`config.mk`:
```
export PLATFORM = sky130hd
export DESIGN_NAME = crc_engine
export DESIGN_NICKNAME = d
export VERILOG_FILES = /design/src/rtl/crc_engine.sv
export SDC_FILE = /design/constraint.sdc
export NUM_CORES = 1
export LEC_CHECK = 0
export ABC_AREA = 1
export CAP_MARGIN = 20
export CORE_UTILIZATION = 46
export CTS_CLUSTER_SIZE = 12
export DETAILED_ROUTE_END_ITERATION = 10
export PLACE_DENSITY = 0.79
export REMOVE_ABC_BUFFERS = 1
export SYNTH_ARGS = -nofsm -noshare
export SYNTH_HDL_FRONTEND = slang
export SYNTH_SLANG_ARGS = --single-unit
```
`constraint.sdc`:
```
create_clock -name clk -period 1.2 [get_ports clk]
set_input_delay 0.12 -clock clk [delete_from_list [all_inputs] [get_ports clk]]
set_output_delay 0.12 -clock clk [all_outputs]
set_load 0.1 [all_outputs]
```
`src/rtl/crc_engine.sv`:
```
// rtl/crc_engine.sv - parametrised bit-serial CRC generator/checker (optional macro CRC_REFLECT_EN: LSB-first feed, reversed crc_out)
module crc_engine #(
    parameter int                 CRC_W  = 8,
    parameter logic [CRC_W-1:0]   POLY   = CRC_W'(8'h07),
    parameter logic [CRC_W-1:0]   INIT   = '0,
    parameter int                 DATA_W = 8
) (
    input  logic              clk,
    input  logic              reset,
    input  logic              clear,
    input  logic              in_valid,
    output logic              in_ready,
    input  logic [DATA_W-1:0] in_data,
    input  logic              in_last,
    output logic              crc_valid,
    output logic [CRC_W-1:0]  crc_out,
    output logic              crc_ok,
    output logic              busy
);

    // A DATA_W of 1 still needs a one-bit counter so the count register exists.
    localparam int               CNT_W    = (DATA_W > 1) ? $clog2(DATA_W) : 1;
    localparam logic [CNT_W-1:0] CNT_LOAD = CNT_W'(DATA_W - 1);

    typedef enum logic [1:0] {
        IDLE  = 2'd0,
        SHIFT = 2'd1,
        DONE  = 2'd2
    } state_t;

    state_t             state;
    logic [CRC_W-1:0]   crc;
    logic [CRC_W-1:0]   crc_next;
    logic [CRC_W-1:0]   crc_report;
    logic [DATA_W-1:0]  beat;
    logic [DATA_W-1:0]  beat_next;
    logic [CNT_W-1:0]   count;
    logic               last_q;
    logic               bit_in;
    logic               fb;

`ifdef CRC_REFLECT_EN
    // Reflected CRCs present the register with bit 0 and bit CRC_W-1 swapped end for end.
    function automatic logic [CRC_W-1:0] reverse_bits(input logic [CRC_W-1:0] v);
        logic [CRC_W-1:0] r;
        for (int i = 0; i < CRC_W; i++) begin
            r[i] = v[CRC_W-1-i];
        end
        return r;
    endfunction
`endif

    // Pick the next data bit from the beat register and the register value after it.
    always_comb begin
`ifdef CRC_REFLECT_EN
        bit_in     = beat[0];
        beat_next  = beat >> 1;
`else
        bit_in     = beat[DATA_W-1];
        beat_next  = beat << 1;
`endif
        fb         = crc[CRC_W-1] ^ bit_in;
        crc_next   = (crc << 1) ^ (fb ? POLY : '0);
`ifdef CRC_REFLECT_EN
        crc_report = reverse_bits(crc_next);
`else
        crc_report = crc_next;
`endif
    end

    // Beats are only taken while idle, so readiness is a pure decode of the state register.
    assign in_ready = (state == IDLE);

    // Frame sequencer: accept a beat, shift it one bit per clock, report on the last beat.
    always_ff @(posedge clk) begin
        if (reset) begin
            state     <= IDLE;
            crc       <= INIT;
            beat      <= '0;
            count     <= '0;
            last_q    <= 1'b0;
            crc_valid <= 1'b0;
            crc_out   <= '0;
            crc_ok    <= 1'b0;
            busy      <= 1'b0;
        end else if (clear) begin
            // Abort drops the partial frame but leaves the last reported result visible.
            state     <= IDLE;
            crc       <= INIT;
            count     <= '0;
            last_q    <= 1'b0;
            crc_valid <= 1'b0;
            busy      <= 1'b0;
        end else begin
            crc_valid <= 1'b0;
            case (state)
                IDLE: begin
                    if (in_valid) begin
                        beat   <= in_data;
                        last_q <= in_last;
                        count  <= CNT_LOAD;
                        busy   <= 1'b1;
                        state  <= SHIFT;
                    end
                end
                SHIFT: begin
                    crc   <= crc_next;
                    beat  <= beat_next;
                    count <= count - 1'b1;
                    if (count == '0) begin
                        if (last_q) begin
                            state     <= DONE;
                            crc_valid <= 1'b1;
                            crc_out   <= crc_report;
                            crc_ok    <= (crc_next == '0);
                        end else begin
                            // CRC carries over into the next beat of the same frame.
                            state <= IDLE;
                        end
                    end
                end
                DONE: begin
                    state <= IDLE;
                    crc   <= INIT;
                    busy  <= 1'b0;
                end
                default: begin
                    state <= IDLE;
                end
            endcase
        end
    end

endmodule

```
==> flow_metrics.py <==
metrics = {
    "clock_tree": {
        "ctsLongestPathBuffers": 2,
        "clkSinkCount": 33,
        "cts_tree": "built",
        "clk_latency_ns": 0.36,
        "clock_tree.root_cell": "sky130_fd_sc_hd__clkbuf_4",
        "cts_clk_pin_slew_worst_paths_ns": 0.11,
        "cts_buffers": 5,
        "htree_levels": 2,
    },
    "floorplanning": {
        "floorplan.rows": 20,
        "floorplan.core_area_sq_um": 3050,
        "initial_utilization_pct": 48.6,
        "die_area_sq_um": 3460,
        "floorplan.die.width_um": 58.8,
        "io-pin-count": 25,
        "fp.dieH_um": 58.8,
    },
    "logic_synthesis": {
        "synth.yosys.seq_area_share_pct": 44.5,
        "dominantRegCellSynth": "sky130_fd_sc_hd__dfxtp_1",
        "synth_top_area_share_pct": 44.5,
        "yosys_register_bits": 33,
        "syn_avg_cell_area_sq_um": 7.17,
        "post_synth_inst_count": 207,
        "synth.lib_cells_used.distinct": 22,
        "synth_most_common_cell": "sky130_fd_sc_hd__nand2_1",
        "synth-async-reset-ratio_pct": 0,
        "ys_top_cells_by_area": "sky130_fd_sc_hd__dfxtp_1 (45%), sky130_fd_sc_hd__nand2_1 (14%), sky130_fd_sc_hd__nor2_1 (9.6%)",
        "yosys.area.top_type": "sky130_fd_sc_hd__dfxtp_1",
        "synth_enable_flop_cells": 0,
        "ys_warn_count": 0,
        "synthTopCellsByCount": "sky130_fd_sc_hd__nand2_1 (54), sky130_fd_sc_hd__nor2_1 (38), sky130_fd_sc_hd__dfxtp_1 (33)",
        "syn_area_sq_um": 1480,
    },
    "worst_setup_path": {
        "rr_worst_depth": 8,
        "ff2ff_setup_slack_ns": -0.14,
        "critical_path_capture_point_type": "output port",
        "critical_path.reg2reg.startpoint": "state[1]",
        "worstSetupPathDepth": 4,
        "critical_path_required_ns": 1.08,
        "critical_path_class": "reg -> out",
        "critical_path_arrival_ns": 1.24,
        "crit_slowest_cell": "sky130_fd_sc_hd__dfxtp_4",
        "critPathCapture": "in_ready",
        "slowest_delay_ns": 0.39,
        "crit-reg2reg-capture": "count[0]",
        "critical_path.n_buffers_inverters": 3,
        "setup.worst_path.start_class": "register",
        "cp-startpoint": "state[0]",
        "cells_along_the_critical_path": "inv_4 > ha_4 > buf_6 > buf_12",
        "path_max_fanout": 3,
        "critical-path-top-delay-family": "flip-flops",
    },
    "sta": {
        "worst_setup_margin_ns": -0.165,
        "rsz0062_at_grt": "yes",
        "timing_worst_slew_pin_value_ns": 0.272,
        "layout_min_cycle_time_ns": 1.36,
        "max-slew-margin-rel_pct": 81.6,
        "maxSlewViolCount": 0,
        "number_of_endpoints_failing_setup_at_the_final_stage": 32,
        "fin_crit_sh_pct": 114,
        "clock.fmax_mhz": 733,
        "tns_ns": -3.08,
        "number_of_failing_hold_endpoints_at_the_final_stage": 0,
        "clock_skew_ns": 0.0108,
    },
    "outcome": {
        "status": "finished, violations left",
        "failed_checks": "negative setup slack",
    },
    "power": {
        "power_leakage_uw": 0.00101,
        "power.density_nw_per_um2": 1010,
        "worst_ir_drop_vdd_uv": 659,
    },
    "cells_and_area": {
        "syn_to_final_growth_pct": 64.6,
        "fill_cells": 194,
        "post_layout_nonfiller_instances": 308,
        "antenna_cells_inserted": 0,
        "final_nets": 282,
        "final_layout_size_suffix_gt1_share_pct": 46.6,
    },
    "routing": {
        "route.vias.total": 1623,
        "drc_errors": 0,
        "drtIter0Drc": 112,
        "drt-wirelength-per-cell_um": 15.7,
        "firstDrtPassIters": 4,
        "drt-vias-per-instance": 5.27,
        "finalWirelength_um": 4830,
        "drt.antenna.violating_nets": 0,
    },
    "grt": {
        "antenna_found_initial": 0,
        "grt_pass1_wl_um": 6060,
        "globalRoute.totalOverflow": 0,
        "grt_max_degree": 16,
        "via_count_of_the_first_global_routing_pass": 1379,
        "global_route.usage.total_pct": 23.9,
    },
    "flow_run": {
        "maxCapViolations": 0,
    },
    "place": {
        "placed_cells": 293,
        "gp_routability_congestion": 0.856,
        "place_worst_setup_slack_ns": -0.206,
        "port_buffers": 24,
        "detailed_place_hpwl_um": 2390,
    },
    "worst_hold_path": {
        "hold_class": "in -> reg",
    },
}
-- what timing repair did --
| action | in CTS | in global routing |
|---|---|---|
| gates cloned | 1 | 0 |
| hold buffers | 0 | 0 |
| resized for setup | 44 | 52 |
| setup endpoints to repair | 33 | 34 |
| buffers inserted | 3 | 3 |
| pin swaps | 8 | 17 |
-- routing by layer --
| metal | part of all wire (%) | global-route usage [%] |
|---|---|---|
| met1 | 38 | 26.3 |
| met2 | 55 | 41.7 |
| met3 | 4.9 | 8.57 |
| met4 | 1.8 | 9.52 |
| met5 | 0 | 0 |
-- how the worst min path moves through the flow --
| stage | startpoint | to | slack (ns) | cells after the start |
|---|---|---|---|---|
| 2_1_floorplan | reset | crc_ok | 0.19 | 1 |
| 3_3_place_gp | crc[0] | crc[0] | 0.45 | 2 |
| 3_5_place_dp | last_q | last_q | 0.46 | 2 |
| 4_1_cts | in_last | last_q | 0.36 | 3 |
| 5_1_grt | in_last | last_q | 0.40 | 3 |
| 6_report | in_last | last_q | 0.37 | 3 |
-- layout by cell type, fill, tap and decap left out, drive strengths merged, types with 6 or more instances in the layout --
cell type and instances:
inv 20, clkdlybuf4s50 12, nor2 40, buf 42, dfxtp 33, nand3 6
o21ai 21, a21oi 16, ha 6, clkbuf 7, nand2 56
-- through the flow --
step | utilization [%] | cell area (sq um) | hold WS, ns | total power (uW)
after floorplan | - | 1450 | 0.189 | 1410
after CTS | 73.5 | 2240 | 0.361 | 2360
final | 80.0 | 2440 | 0.367 | 2470
after global routing | 80.0 | 2440 | 0.397 | 2550
after global placement | 66.8 | 2040 | 0.454 | 1580
after detailed placement | 66.8 | 2040 | 0.464 | 1580
-- worst min-delay path: cells and delay by family --
family	cells	cell delay, ns
buffers and inverters	1	0.42
and+or+nand+nor	1	0.11
AOI/OAI and AO/OA	1	0.05
-- where the power goes --
part	switching [uW]	internal [uW]
Sequential	30.2	1130
Clock	415	339
Combinational	308	246
-- sequential cells by signal (all words and copies together) (netlist names) --
register,flops
busy,1
state,2
last_q,1
crc,8
beat,8
crc_out,8
count,3
crc_valid,1
crc_ok,1
-- logic make-up (layout without fill, tap and decap cells) --
group	count (synthesis)	after routing	synth area share (%)
AO/OA/AOI/OAI	39	39	14.3
XOR/XNOR	1	1	0.590
adder cells (fa/ha/maj)	6	6	5.06
buffers and inverters	26	83	7.50
flip-flops	33	33	44.5
AND/OR/NAND/NOR	102	102	28.0
-- cell type report --
type	instances	area [sq um]	area share (%)
Multi-Input combinational cell	148	941	38.5
Sequential cell	33	671	27.5
Timing Repair Buffer	54	616	25.2
Inverter	21	90.1	3.69
Clock buffer	7	65.1	2.66
Tap cell	44	55.1	2.25
Clock inverter	1	5.00	0.205
No activity file was read; power rests on OpenSTA's default activity.
